File: src/rtl/alu_hex_display_if.sv
// -----------------------------------------------------------------------------
// alu_hex_display_if
// Bundles the operand/capture inputs and the result/display outputs of
// alu_hex_display.
//   master : drives a, b, op, load; observes result, carry, valid, an, seg, dp
//   slave  : the ALU/display block (receives operands, drives outputs)
// Signals:
//   a, b   [WIDTH-1:0]  operands
//   op     [1:0]        00 AND, 01 OR, 10 XOR, 11 ADD
//   load                capture strobe
//   result [WIDTH-1:0]  registered result
//   carry               registered carry-out (ADD only)
//   valid               one-cycle pulse after each capture
//   an     [DIGITS-1:0] digit enables, active-low, one-hot-low
//   seg    [6:0]        segments {g,f,e,d,c,b,a}, active-low
//   dp                  decimal point, active-low (always off)
// -----------------------------------------------------------------------------
interface alu_hex_display_if #(
    parameter int WIDTH  = 4,
    parameter int DIGITS = 4
);
    logic [WIDTH-1:0]  a;
    logic [WIDTH-1:0]  b;
    logic [1:0]        op;
    logic              load;
    logic [WIDTH-1:0]  result;
    logic              carry;
    logic              valid;
    logic [DIGITS-1:0] an;
    logic [6:0]        seg;
    logic              dp;

    modport master (
        output a, b, op, load,
        input  result, carry, valid, an, seg, dp
    );

    modport slave (
        input  a, b, op, load,
        output result, carry, valid, an, seg, dp
    );
endinterface

File: src/rtl/alu_hex_display.sv
// -----------------------------------------------------------------------------
// alu_hex_display
// Registered two-operand AND/OR/XOR/ADD unit whose captured {carry,result}
// is shown in hex on a multiplexed common-anode 7-segment display.
// Ports:
//   clk  : system clock (only clock)
//   rst  : synchronous active-high reset, priority over load
//   bus  : alu_hex_display_if.slave (operands, capture strobe, result and
//          display outputs; see the interface file for the signal list)
// Parameters:
//   WIDTH       operand/result width (>=1)
//   DIGITS      number of display digits (>=1)
//   REFRESH_DIV cycles each digit stays lit (>=1)
// -----------------------------------------------------------------------------
module alu_hex_display #(
    parameter int WIDTH       = 4,
    parameter int DIGITS      = 4,
    parameter int REFRESH_DIV = 100000
) (
    input  logic             clk,
    input  logic             rst,
    alu_hex_display_if.slave bus
);
    // Counter widths are kept at least 1 bit so REFRESH_DIV=1 / DIGITS=1 work.
    localparam int CNT_W  = (REFRESH_DIV > 1) ? $clog2(REFRESH_DIV) : 1;
    localparam int IDX_W  = (DIGITS > 1) ? $clog2(DIGITS) : 1;
    localparam int FULL_W = WIDTH + 1;
    localparam int V_W    = 4 * DIGITS;

    localparam logic [CNT_W-1:0] CNT_LAST = CNT_W'(REFRESH_DIV - 1);
    localparam logic [IDX_W-1:0] IDX_LAST = IDX_W'(DIGITS - 1);

    logic [WIDTH-1:0] r_result;
    logic             r_carry;
    logic             r_valid;
    logic [CNT_W-1:0] r_cnt;
    logic [IDX_W-1:0] r_idx;

    logic [FULL_W-1:0] w_calc;
    logic [FULL_W-1:0] w_full;
    logic [V_W-1:0]    w_v;
    logic [3:0]        w_nibbles [DIGITS];
    logic [3:0]        w_nib;
    logic [6:0]        w_seg;

    // Next {carry,result}; logic ops leave the carry bit at zero.
    always_comb begin
        w_calc = '0;
        case (bus.op)
            2'b00:   w_calc = {1'b0, bus.a & bus.b};
            2'b01:   w_calc = {1'b0, bus.a | bus.b};
            2'b10:   w_calc = {1'b0, bus.a ^ bus.b};
            default: w_calc = {1'b0, bus.a} + {1'b0, bus.b};
        endcase
    end

    always_ff @(posedge clk) begin
        if (rst) begin
            r_result <= '0;
            r_carry  <= 1'b0;
            r_valid  <= 1'b0;
            r_cnt    <= '0;
            r_idx    <= '0;
        end else begin
            if (bus.load) begin
                {r_carry, r_result} <= w_calc;
            end
            r_valid <= bus.load;

            // Free-running scan, independent of captures.
            if (r_cnt == CNT_LAST) begin
                r_cnt <= '0;
                r_idx <= (r_idx == IDX_LAST) ? '0 : r_idx + 1'b1;
            end else begin
                r_cnt <= r_cnt + 1'b1;
            end
        end
    end

    assign w_full = {r_carry, r_result};

    // Displayed value: {carry,result} fitted to exactly DIGITS nibbles.
    generate
        if (FULL_W >= V_W) begin : g_trunc
            assign w_v = w_full[V_W-1:0];
        end else begin : g_zext
            assign w_v = {{(V_W - FULL_W){1'b0}}, w_full};
        end
    endgenerate

    genvar gi;
    generate
        for (gi = 0; gi < DIGITS; gi++) begin : g_digit
            assign w_nibbles[gi] = w_v[4*gi +: 4];
            assign bus.an[gi]    = (r_idx != IDX_W'(gi));
        end
    endgenerate

    assign w_nib = w_nibbles[r_idx];

    // Active-low {g,f,e,d,c,b,a} hex glyphs.
    always_comb begin
        w_seg = 7'b1111111;
        case (w_nib)
            4'h0: w_seg = 7'b1000000;
            4'h1: w_seg = 7'b1111001;
            4'h2: w_seg = 7'b0100100;
            4'h3: w_seg = 7'b0110000;
            4'h4: w_seg = 7'b0011001;
            4'h5: w_seg = 7'b0010010;
            4'h6: w_seg = 7'b0000010;
            4'h7: w_seg = 7'b1111000;
            4'h8: w_seg = 7'b0000000;
            4'h9: w_seg = 7'b0010000;
            4'hA: w_seg = 7'b0001000;
            4'hB: w_seg = 7'b0000011;
            4'hC: w_seg = 7'b1000110;
            4'hD: w_seg = 7'b0100001;
            4'hE: w_seg = 7'b0000110;
            default: w_seg = 7'b0001110;
        endcase
    end

    assign bus.result = r_result;
    assign bus.carry  = r_carry;
    assign bus.valid  = r_valid;
    assign bus.seg    = w_seg;
    assign bus.dp     = 1'b1;
endmodule

File: src/flat_wrapper.sv
// flat-port wrapper written by rule: the top's interface ports become plain ports
module alu_hex_display_flat 
#(
    parameter int WIDTH       = 4,
    parameter int DIGITS      = 4,
    parameter int REFRESH_DIV = 100000
)
  (clk, rst, bus_a, bus_b, bus_op, bus_load, bus_result, bus_carry, bus_valid, bus_an, bus_seg, bus_dp);
  alu_hex_display_if #(.WIDTH(WIDTH), .DIGITS(DIGITS)) bus_i ();
  input  logic clk;
  input  logic rst;
  input wire logic [$bits(bus_i.a)-1:0] bus_a;
  input wire logic [$bits(bus_i.b)-1:0] bus_b;
  input wire logic [$bits(bus_i.op)-1:0] bus_op;
  input wire logic [$bits(bus_i.load)-1:0] bus_load;
  output wire logic [$bits(bus_i.result)-1:0] bus_result;
  output wire logic [$bits(bus_i.carry)-1:0] bus_carry;
  output wire logic [$bits(bus_i.valid)-1:0] bus_valid;
  output wire logic [$bits(bus_i.an)-1:0] bus_an;
  output wire logic [$bits(bus_i.seg)-1:0] bus_seg;
  output wire logic [$bits(bus_i.dp)-1:0] bus_dp;
  assign bus_i.a = bus_a;
  assign bus_i.b = bus_b;
  assign bus_i.op = bus_op;
  assign bus_i.load = bus_load;
  assign bus_result = bus_i.result;
  assign bus_carry = bus_i.carry;
  assign bus_valid = bus_i.valid;
  assign bus_an = bus_i.an;
  assign bus_seg = bus_i.seg;
  assign bus_dp = bus_i.dp;
  alu_hex_display #(.WIDTH(WIDTH), .DIGITS(DIGITS), .REFRESH_DIV(REFRESH_DIV)) u_core (.clk(clk), .rst(rst), .bus(bus_i));
endmodule
File: config.mk
export PLATFORM = sky130hd
export DESIGN_NAME = alu_hex_display_flat
export DESIGN_NICKNAME = d
export VERILOG_FILES = /design/src/rtl/alu_hex_display_if.sv /design/src/rtl/alu_hex_display.sv /design/src/flat_wrapper.sv
export SDC_FILE = /design/constraint.sdc
export NUM_CORES = 1
export LEC_CHECK = 0
export BUFFER_PORTS_ARGS = -buffer_cell sky130_fd_sc_hd__buf_4
export CAP_MARGIN = 10
export CORE_UTILIZATION = 44
export DETAILED_ROUTE_END_ITERATION = 6
export PLACE_DENSITY = 0.63
export SYNTH_ARGS = -nofsm -noshare
export SYNTH_HDL_FRONTEND = slang
export SYNTH_SLANG_ARGS = --single-unit
File: constraint.sdc
create_clock -name clk -period 2.6 [get_ports clk]
set_input_delay 0.52 -clock clk [delete_from_list [all_inputs] [get_ports clk]]
set_output_delay 0.52 -clock clk [all_outputs]
set_load 0.02 [all_outputs]
# After elaboration in Yosys (flattened, before gate mapping)
# Memories as Yosys holds them, arrays and structs flattened.
# Index checks and enable logic that the tools add are counted.
# word_totals
romBits,112
reg_bits,25
n_memories,1
latchBits,0
ramBits,0
wordCells,29
# op_classes
bitwise_logic,4
shift,0
order_cmp,1
eq_ne,7
multipliers,0
n_div,0
n_reduce_logical,3
addsub,3
mux,5
# memory_table
name,depth,word_bits,read_ports,rd_clocked_by_memory_dff,wr,line_no,text
(name not given),16,7,1,0,0,alu_hex_display.sv:104,case (w_nib)
# op_table
op,n
$add A17 B1 Y17 const B,1
$eq A17 B17 Y1 const B,1
$pmux W5 S3,1
$bmux W4 S2,1
$mux W4,2
$add A4 B4 Y5,1
$and A4 B4 Y4,1
$eq A2 B2 Y1 const B,2
$ne A2 B2 Y1 const B,2
$or A4 B4 Y4,1
$xor A4 B4 Y4,1
$ge A3 B3 Y1 const B,1
$not A2 Y3,1
$add A2 B1 Y2 const B,1
$eq A2 B1 Y1 const B,1
$logic_not A2 Y1,1
$mux W2,1
$ne A2 B1 Y1 const B,1
$reduce_bool A2 Y1,1
$reduce_or A2 Y1,1

# Logic depth before layout (Yosys ltp)
# Gate-level depths: netlist of run 1.
# An unclocked memory read counts as a cell.
# logic_depth
ltp_word,5
mapped_depth,9
mapped_depth_nobuf,8

# Least setup slack after synthesis of run 1
# No wires, ideal clock.
# synth_path
kind,register -> output
from,register u_core.r_idx[1]
to,output bus_seg[2]
setup_slack_ns,0.169
path_buffers,1
t_required_ns,2.080
stages_incl_launch_ff,7
t_arrival_ns,1.911
path_cell_list,dfxtp_1 > buf_2 > inv_1 > and3_1 > inv_1 > ha_1 > o41ai_1
# synth_via
elab_chain_len,5
# synth_lines
item,line_no,text
start: declaration,alu_hex_display.sv:37,logic [IDX_W-1:0] r_idx;
start signal: assignment,alu_hex_display.sv:73,r_idx <= (r_idx == IDX_LAST) ? '0 : r_idx + 1'b1;
$not A2 Y3 (implied by the code),alu_hex_display.sv:99,assign w_nib = w_nibbles[r_idx];
$bmux W4 S2,alu_hex_display.sv:99,
$mux W4 (implied by the code) (2 in series),alu_hex_display.sv:99,
$mem_v2 Z16 W7,n/a,
end: declaration,flat_wrapper.sv:20,output wire logic [$bits(bus_i.seg)-1:0] bus_seg;
# No other way between the ends. The select of a mux whose other input is x is not followed.

# Worst setup path after layout of run 1
# layout_path
from,register u_core.r_idx[0]
to,output bus_seg[2]
# The elaborated chain is that of the path after synthesis.

==> results.yml, run 1 <==
sta:
  min_period_ns: 2.44
  fin_worst_skew_ns: 0.0105
  setup_viol: 0
  setup_tns_ns: 0
  finalHoldViolCount: 0
  slew_headroom_pct: 63.0
  maxSlewViolCount: 0
  fin_crit_sh_pct: 93.9
  fmaxAchievable_mhz: 410
  rsz0062_at_grt: "no"
  fin_ws_ns: 0.160
  tightest_slew_ns: 0.555
route:
  wirelength_um: 3290
  firstDrtPassIters: 4
  drtIter0Drc: 87
  routedWlPerCell_um: 11.6
  highest_layer: "met4"
  vias_per_cell: 5.20
  wirelength_met1_um: 1740
  dr_wl_met2_um: 1410
  drtAntennaViolNets: 0
  dr_total_vias: 1482
  met3WireLength_um: 107
  drc: 0
yosys:
  synth_cell_types: 44
  synth_area_leaders: "dfxtp_1 (28%), ha_1 (13%), nor2_1 (5.7%), inv_1 (4.7%), xnor2_1 (4.5%)"
  yosysWarnings: 0
  synth_seq_cells: 25
  postSynthCellCount: 217
  synthTopCellsByCount: "nor2_1 (27), dfxtp_1 (25), inv_1 (22)"
  syn_area_mm2: 0.00177
  yosysTopAreaCellShare_pct: 28.3
  postSynth.asyncResetShare_pct: 0
  synth_edf_count: 0
  synth.most_common_cell: "nor2_1"
  syn_avg_cell_area_um2: 8.14
  synth-main-ff-cell: "dfxtp_1"
  ys_seq_area_share_pct: 28.3
  synth_fp_nets: 250
  yosysTopAreaCell: "dfxtp_1"
clocking:
  hold_buffers: 0
  clock_sinks: 25
  clock_path_buffers: 2
  numCtsBuffers: 3
  clock_latency_ns: 0.27
  clk_pin_slew_ns: 0.08
  cts-root-buf: "clkbuf_8"
  h-tree-depth: 1
  cts_tree: "done"
grt:
  grt_pass1_vias: 1314
  gr-total-overflow: 0
  antenna_found_initial: 0
  grt_pass1_wl_um: 5750
  grt_usage_pct: 16.9
  grt_max_degree: 18
layout:
  drive_gt1_share_pct: 17.7
  nets: 271
  syn_to_final_growth_pct: 14.3
  num_antenna_cells: 0
  nFillCells: 404
pwr:
  pwr-share-seq_pct: 47.6
  pwr-share-clk_pct: 27.2
  leakage_nw: 0.831
  swShare_pct: 29.8
  powerDensity_mw_per_mm2: 420
  combPwrFrac_pct: 25.1
  p_int_w: 0.000596
  netSwitchingPower_w: 0.000253
  max-vdd-ir-drop_v: 0.000167
die:
  ios: 31
  die_h_um: 65.4
  die_x_um: 65.4
  die_area_mm2: 0.00427
  initial_core_util_pct: 47.2
  placementRows: 22
  core_region_area_mm2: 0.00374
placed_design:
  portBuffers: 29
  dp_hpwl_um: 2530
  gp_congestion: 0.909
  post-place-ws_ns: 0.208
worst_setup_path:
  crit_path_end_kind: "output port"
  worstSetupPathType: "flip-flop to output port"
  cp_data_required_time_ns: 2.08
  cp_max_fo: 9
  rr_worst_depth: 5
  cp.arrival_ns: 1.92
  critPathLaunchType: "flip-flop"
status:
  status: "completed"
min_path:
  hold_path.class: "flip-flop to flip-flop"
  worstHoldPathCells: 2
job:
  drv_cap: 0
[cell families after synthesis]
logic type      count (synthesis)  share of synthesized area [%]
simple gates                   84                           24.8
buf+inv                        35                           9.56
mux                             3                           2.41
other cells                     1                          0.212
compound gates                 33                           12.2
fa+ha+maj                      20                           14.6
xor+xnor                       16                           7.93
flops                          25                           28.3
[sequential cells by signal, indices dropped and copies added, names as in the netlist]
| name | count |
|---|---|
| u_core.r_cnt | 17 |
| u_core.bus.result | 4 |
| u_core.r_idx | 2 |
| u_core.bus.carry | 1 |
| u_core.bus.valid | 1 |
[power groups by stage]
stage,logic (W),clock network (W),registers (W)
2_1_floorplan,0.000143,0,0.000419
3_3_place_gp,0.000212,0,0.000414
3_5_place_dp,0.000212,0,0.000414
4_1_cts,0.000213,0.000242,0.000405
5_1_grt,0.000239,0.000259,0.000407
6_report,0.000213,0.000231,0.000404
[metal layers]
layer	GRT usage, %	vias to the layer above
met4	6.79	0
met3	2.08	2
met2	25.6	29
met5	0	-
li1	-	788
met1	24.0	663
[final timing paths]
check              startpoint          endpoint  slack, ns
max           u_core.r_idx[0]        bus_seg[2]       0.16
min          u_core.bus.carry  u_core.bus.carry       0.49
max reg2reg   u_core.r_cnt[0]   u_core.r_cnt[5]       0.52
min reg2reg  u_core.bus.carry  u_core.bus.carry       0.49
[timing repair]
| item | in CTS | in global routing |
|---|---|---|
| buffers inserted | 0 | 0 |
| setup endpoints to repair | 4 | 6 |
| gates resized for setup | 2 | 4 |
| gates cloned | 0 | 0 |
[worst max-delay path, stage by stage (launching register included)]
cell,delay (ns)
dfxtp_2,0.37
inv_1,0.13
and3_4,0.24
inv_1,0.08
ha_1,0.25
o41ai_1,0.38
buf_4,0.21
[cell usage in the layout, fill, tap and decap left out, types with 2 or more instances in the layout]
cell	netlist	routed
xnor2_1	9	9
or3b_1	2	2
a22oi_1	2	2
nor2b_1	2	2
or3_1	3	3
nor3_1	3	3
xor2_1	7	7
dfxtp_1	25	23
nand2b_1	2	2
nand4_1	10	10
nor4_1	4	4
nand2_1	11	11
a31oi_1	2	2
o22ai_1	5	5
nand3_1	8	8
o21ai_0	4	4
nor3b_1	3	3
inv_1	22	22
buf_4	2	29
a21oi_1	8	8
nor2_1	27	26
mux2i_1	2	2
clkbuf_8	0	3
and3_1	4	3
ha_1	19	19
a211oi_1	5	5
[cell type report]
type | count | area, um^2 | share of cell area [%]
sequential | 25 | 505 | 25.0
clock buffer | 3 | 41.3 | 2.04
tap | 48 | 60.1 | 2.97
clock inverter | 1 | 7.51 | 0.372
multi-input combinational | 157 | 1100 | 54.7
inverter | 22 | 82.6 | 4.09
timing repair buffer | 29 | 218 | 10.8
[stage by stage]
| step | total power [W] | cell area (um^2) | utilization [%] | hold WS, ns | cells |
|---|---|---|---|---|---|
| 6_report | 0.000849 | 2020 | 53.9 | 0.493 | 285 |
| 5_1_grt | 0.000905 | 2020 | 53.9 | 0.498 | 285 |
| 4_1_cts | 0.000860 | 2010 | 53.7 | 0.497 | 285 |
| 3_5_place_dp | 0.000626 | 1960 | 52.3 | 0.483 | 281 |
| 3_3_place_gp | 0.000626 | 1960 | 52.3 | 0.481 | 281 |
| 2_1_floorplan | 0.000561 | 1770 | - | 0.453 | 217 |
Note: power is estimated with default switching activity, not from simulation.
==> run 2, diff against run 1 <==
BUFFER_PORTS_ARGS = default   (was -buffer_cell sky130_fd_sc_hd__buf_4)
DONT_BUFFER_PORTS = 1   (was default)
PLACE_DENSITY = 0.57   (was 0.63)
clock period = 3 ns   (was 2.6 ns; I/O delays follow)
==> run 2 against run 1 <==
Combinational power decreased by 37%. Clock-buffer cell count unchanged. Critical path depth increased by 1. Sequential share of layout area increased by 2.7 points. Die area unchanged. Critical endpoint is now bus_seg[3]. Largest cell class unchanged. Largest power group unchanged.
==> results.yml, run 2 (synthesized netlist as in run 1, its figures left out) <==
worst_setup_path:
  critPathLaunchType: "flip-flop"
  cp_data_required_time_ns: 2.40
  cp_max_fo: 11
  worstSetupPathType: "flip-flop to output port"
  cp.arrival_ns: 2.24
  crit_path_end_kind: "output port"
  rr_worst_depth: 5
grt:
  antenna_found_initial: 0
  grt_pass1_wl_um: 5840
  grt_max_degree: 18
  grt_usage_pct: 17.2
  grt_pass1_vias: 1338
  gr-total-overflow: 0
sta:
  fmaxAchievable_mhz: 352
  timing.hold.ws_ns: 0.407
  finalHoldViolCount: 0
  maxSlewViolCount: 0
  min_period_ns: 2.84
  rsz0062_at_grt: "no"
  fin_crit_sh_pct: 94.6
  setup_tns_ns: 0
  slew_headroom_pct: 62.6
  setup_viol: 0
  tightest_slew_ns: 0.560
  fin_worst_skew_ns: 0.0178
  fin_ws_ns: 0.163
layout:
  num_antenna_cells: 0
  final_cell_mix: "nor2_1 (26), dfxtp_1 (25), inv_1 (22), ha_1 (19), nand2_1 (11)"
  nets: 243
  syn_to_final_growth_pct: 2.20
  top_register: "u_core.r_cnt"
  drive_gt1_share_pct: 5.74
  layout_commonest_cell: "nor2_1"
  largest_reg_flops: 17
job:
  drv_cap: 0
clocking:
  h-tree-depth: 1
  clk_pin_slew_ns: 0.07
  clock_sinks: 25
  numCtsBuffers: 3
  clock_latency_ns: 0.27
  clock_path_buffers: 2
  cts_tree: "done"
  cts-root-buf: "clkbuf_8"
route:
  firstDrtPassIters: 4
  drtIter0Drc: 82
  dr_total_vias: 1399
  drc: 0
  wirelength_um: 3310
  routedWlPerCell_um: 12.9
  drtAntennaViolNets: 0
  vias_per_cell: 5.44
die:
  core_region_area_mm2: 0.00374
  placementRows: 22
  initial_core_util_pct: 47.2
  die_h_um: 65.4
  die_area_mm2: 0.00427
  ios: 31
  die_x_um: 65.4
pwr:
  leakage_nw: 0.696
  max-vdd-ir-drop_v: 0.000167
  powerDensity_mw_per_mm2: 382
placed_design:
  gp_congestion: 0.789
  dp_hpwl_um: 2620
  portBuffers: 0
  post-place-ws_ns: 0.461
status:
  status: "completed"
min_path:
  hold_path.class: "input port to flip-flop"
  worstHoldPathCells: 1
run 2: cell count changes in the layout (fill, tap and decap cells not counted), sizes merged:
cell | previous run | this run
buf | 29 | 1
run 2: layout make-up:
type                            count  area, um^2
Tap cell                           48        60.1
Fill cell                         405        1940
Sequential cell                    25         500
Clock buffer                        3        41.3
Timing Repair Buffer                1        7.51
Multi-Input combinational cell    157        1110
Inverter                           22        82.6
Clock inverter                      1        7.51
run 2: what timing repair did:
item | 4_1_cts | 5_1_grt
setup endpoints to repair | 0 | 2
buffers inserted | 0 | 0
gates resized for setup | 0 | 2
hold buffers | 0 | 0
run 2: final timing paths:
check	start	end	slack [ns]
worst min register to register	u_core.r_cnt[0]	u_core.r_cnt[0]	0.52
worst max-delay path	u_core.r_idx[1]	bus_seg[3]	0.16
worst min-delay path	rst	u_core.bus.valid	0.41
worst max register to register	u_core.r_cnt[0]	u_core.r_cnt[11]	0.89
run 2: metrics by stage:
| step | power, W | area (um^2) | util (%) | instances |
|---|---|---|---|---|
| after floorplan | 0.000486 | 1770 | - | 217 |
| after global placement | 0.000494 | 1750 | 46.7 | 253 |
| after detailed placement | 0.000498 | 1750 | 46.7 | 253 |
| after CTS | 0.000696 | 1800 | 48.0 | 257 |
| after global routing | 0.000731 | 1810 | 48.2 | 257 |
| final | 0.000689 | 1810 | 48.2 | 257 |
run 2: worst max-delay path, stage by stage, from the launching register on:
cell	delay (ns)
dfxtp_1	0.53
inv_1	0.13
and3_1	0.28
inv_1	0.14
ha_1	0.23
nand2_1	0.08
and3_1	0.19
a31oi_1	0.40
run 2: per-layer routing:
| layer | track usage, % | up-vias | routed length [um] |
|---|---|---|---|
| li1 | - | 729 | - |
| met1 | 21.3 | 640 | 1610 |
| met4 | 4.89 | 0 | 23 |
| met2 | 29.5 | 28 | 1500 |
| met3 | 3.99 | 2 | 174 |
| met5 | 0 | - | 0 |
run 2: report_power, final:
part	internal, W	switching (W)
clock network	0.0000938	0.000102
registers	0.000341	0.0000176
logic	0.0000512	0.0000833
==> run 3, diff against run 2 <==
CORE_MARGIN = 2   (was default)
CTS_BUF_LIST = sky130_fd_sc_hd__clkbuf_2 sky130_fd_sc_hd__clkbuf_4 sky130_fd_sc_hd__clkbuf_8   (was default)
clock period = 3.2 ns   (was 3 ns; I/O delays follow)
==> run 3 against run 2 <==
Setup slack gained 0.15 ns. Utilization shrank 2.6 points. Clock-buffer cell count grew 1. Global-route usage shrank 1.8 points. Die area grew 6.2%. Largest power group unchanged. Largest cell class unchanged. Non-clock buffer count is the same.
==> results.yml, run 3 (synthesized netlist as in run 1, its figures left out) <==
sta:
  setup_viol: 0
  tightest_slew_ns: 0.540
  rsz0062_at_grt: "no"
  fin_worst_skew_ns: 0.00246
  slew_headroom_pct: 63.9
  timing.hold.ws_ns: 0.437
  setup_tns_ns: 0
  fin_ws_ns: 0.316
  fmaxAchievable_mhz: 347
  finalHoldViolCount: 0
  min_period_ns: 2.88
  maxSlewViolCount: 0
  fin_crit_sh_pct: 90.1
layout:
  nets: 243
  largest_reg_flops: 17
  multi_input_area_mm2: 0.00110
  register_area_um2: 500
  layout_commonest_cell: "nor2_1"
  fin_area_mm2: 0.00180
  num_antenna_cells: 0
  drive_gt1_share_pct: 4.78
  fin_cells: 259
  nFillCells: 400
  final_cell_mix: "nor2_1 (27), dfxtp_1 (25), inv_1 (22), ha_1 (19), nand2_1 (11)"
  syn_to_final_growth_pct: 1.84
  top_register: "u_core.r_cnt"
placed_design:
  gp_congestion: 0.851
  dp_hpwl_um: 2630
  post-place-ws_ns: 0.633
  portBuffers: 0
  placed_area_mm2: 0.00175
  place_inst: 255
die:
  initial_core_util_pct: 44.8
  die_area_mm2: 0.00454
  core_region_area_mm2: 0.00394
  die_x_um: 67.4
  placementRows: 23
  ios: 31
  die_h_um: 67.4
route:
  wirelength_um: 3340
  dr_total_vias: 1427
  firstDrtPassIters: 4
  drtIter0Drc: 53
  drtAntennaViolNets: 0
  vias_per_cell: 5.51
  drc: 0
  routedWlPerCell_um: 12.9
grt:
  met3_usage_pct: 3.00
  grt_use_met1_pct: 18.7
  met2_usage_pct: 27.6
  grt.busiest_layer: "met2"
  grt_pass1_wl_um: 5430
  antenna_found_initial: 0
  grt_pass1_vias: 1268
  grt_max_degree: 18
  grt_usage_pct: 15.4
  gr-total-overflow: 0
worst_setup_path:
  cp.arrival_ns: 2.24
  cp_max_fo: 11
  critPathLaunchType: "flip-flop"
  rr_worst_depth: 5
  cp_data_required_time_ns: 2.56
  crit_path_end_kind: "output port"
  worstSetupPathType: "flip-flop to output port"
pwr:
  netSwitchingPower_w: 0.000184
  pwr-share-clk_pct: 29.0
  pwr-share-seq_pct: 51.9
  leakage_nw: 0.698
  combPwrFrac_pct: 19.1
  powerDensity_mw_per_mm2: 360
  max-vdd-ir-drop_v: 0.000255
  swShare_pct: 28.4
  p_int_w: 0.000463
job:
  drv_cap: 0
clocking:
  cts_resized: 0
  cts-root-buf: "clkbuf_8"
  numCtsBuffers: 3
  cts_tree: "done"
  clock_latency_ns: 0.26
  h-tree-depth: 1
  clock_path_buffers: 2
  hold_buffers: 0
  clock_sinks: 25
  postCtsSetupBuffers: 0
  clk_pin_slew_ns: 0.08
min_path:
  worstHoldPathCells: 1
  hold_path.class: "input port to flip-flop"
status:
  status: "completed"
run 3: changes by cell type in the layout (fill, tap and decap cells not counted):
cell / change
nor2_1: +1
clkbuf_4: +1
o22ai_1: +1
o22ai_2: -1
clkinvlp_4: -1
nor2_2: -1
run 3: layout make-up:
| type | count | share of cell area [%] |
|---|---|---|
| Tap cell | 50 | 3.48 |
| Inverter | 22 | 4.59 |
| Clock buffer | 4 | 2.71 |
| Timing Repair Buffer | 1 | 0.417 |
| Multi-Input combinational cell | 157 | 61.0 |
| Sequential cell | 25 | 27.8 |
run 3: power by group through the flow:
stage	Combinational, W	Clock [W]	Sequential, W
floorplan	0.000116	0	0.000340
global placement	0.000120	0	0.000343
detailed placement	0.000123	0	0.000344
CTS	0.000124	0.000193	0.000336
global route	0.000138	0.000206	0.000338
finish	0.000124	0.000188	0.000336
run 3: path summary, 6_finish.rpt:
check / start / slack [ns] / end
worst max-delay path: u_core.r_idx[1] / 0.32 / bus_seg[4]
worst max register to register: u_core.r_cnt[0] / 1.13 / u_core.r_cnt[3]
worst min-delay path: rst / 0.44 / u_core.r_idx[0]
worst min register to register: u_core.r_cnt[0] / 0.51 / u_core.r_cnt[0]
run 3: critical path: stages (launching register included):
cell,delay (ns)
dfxtp_1,0.53
inv_1,0.13
and3_1,0.27
inv_1,0.14
ha_1,0.24
inv_1,0.08
nor2_1,0.14
a21oi_1,0.06
o22ai_1,0.41
run 3: routing by layer:
metal | wire length, um | share of wire (%)
met5 | 0 | 0
met4 | 21 | 0.63
met3 | 110 | 3.3
met2 | 1600 | 48
met1 | 1600 | 48
run 3: per-stage QoR:
stage / power [W] / utilization (%)
4_1_cts: 0.000654 / 45.6
5_1_grt: 0.000682 / 45.6
6_report: 0.000647 / 45.6
3_5_place_dp: 0.000467 / 44.4
2_1_floorplan: 0.000456 / -
3_3_place_gp: 0.000464 / 44.4
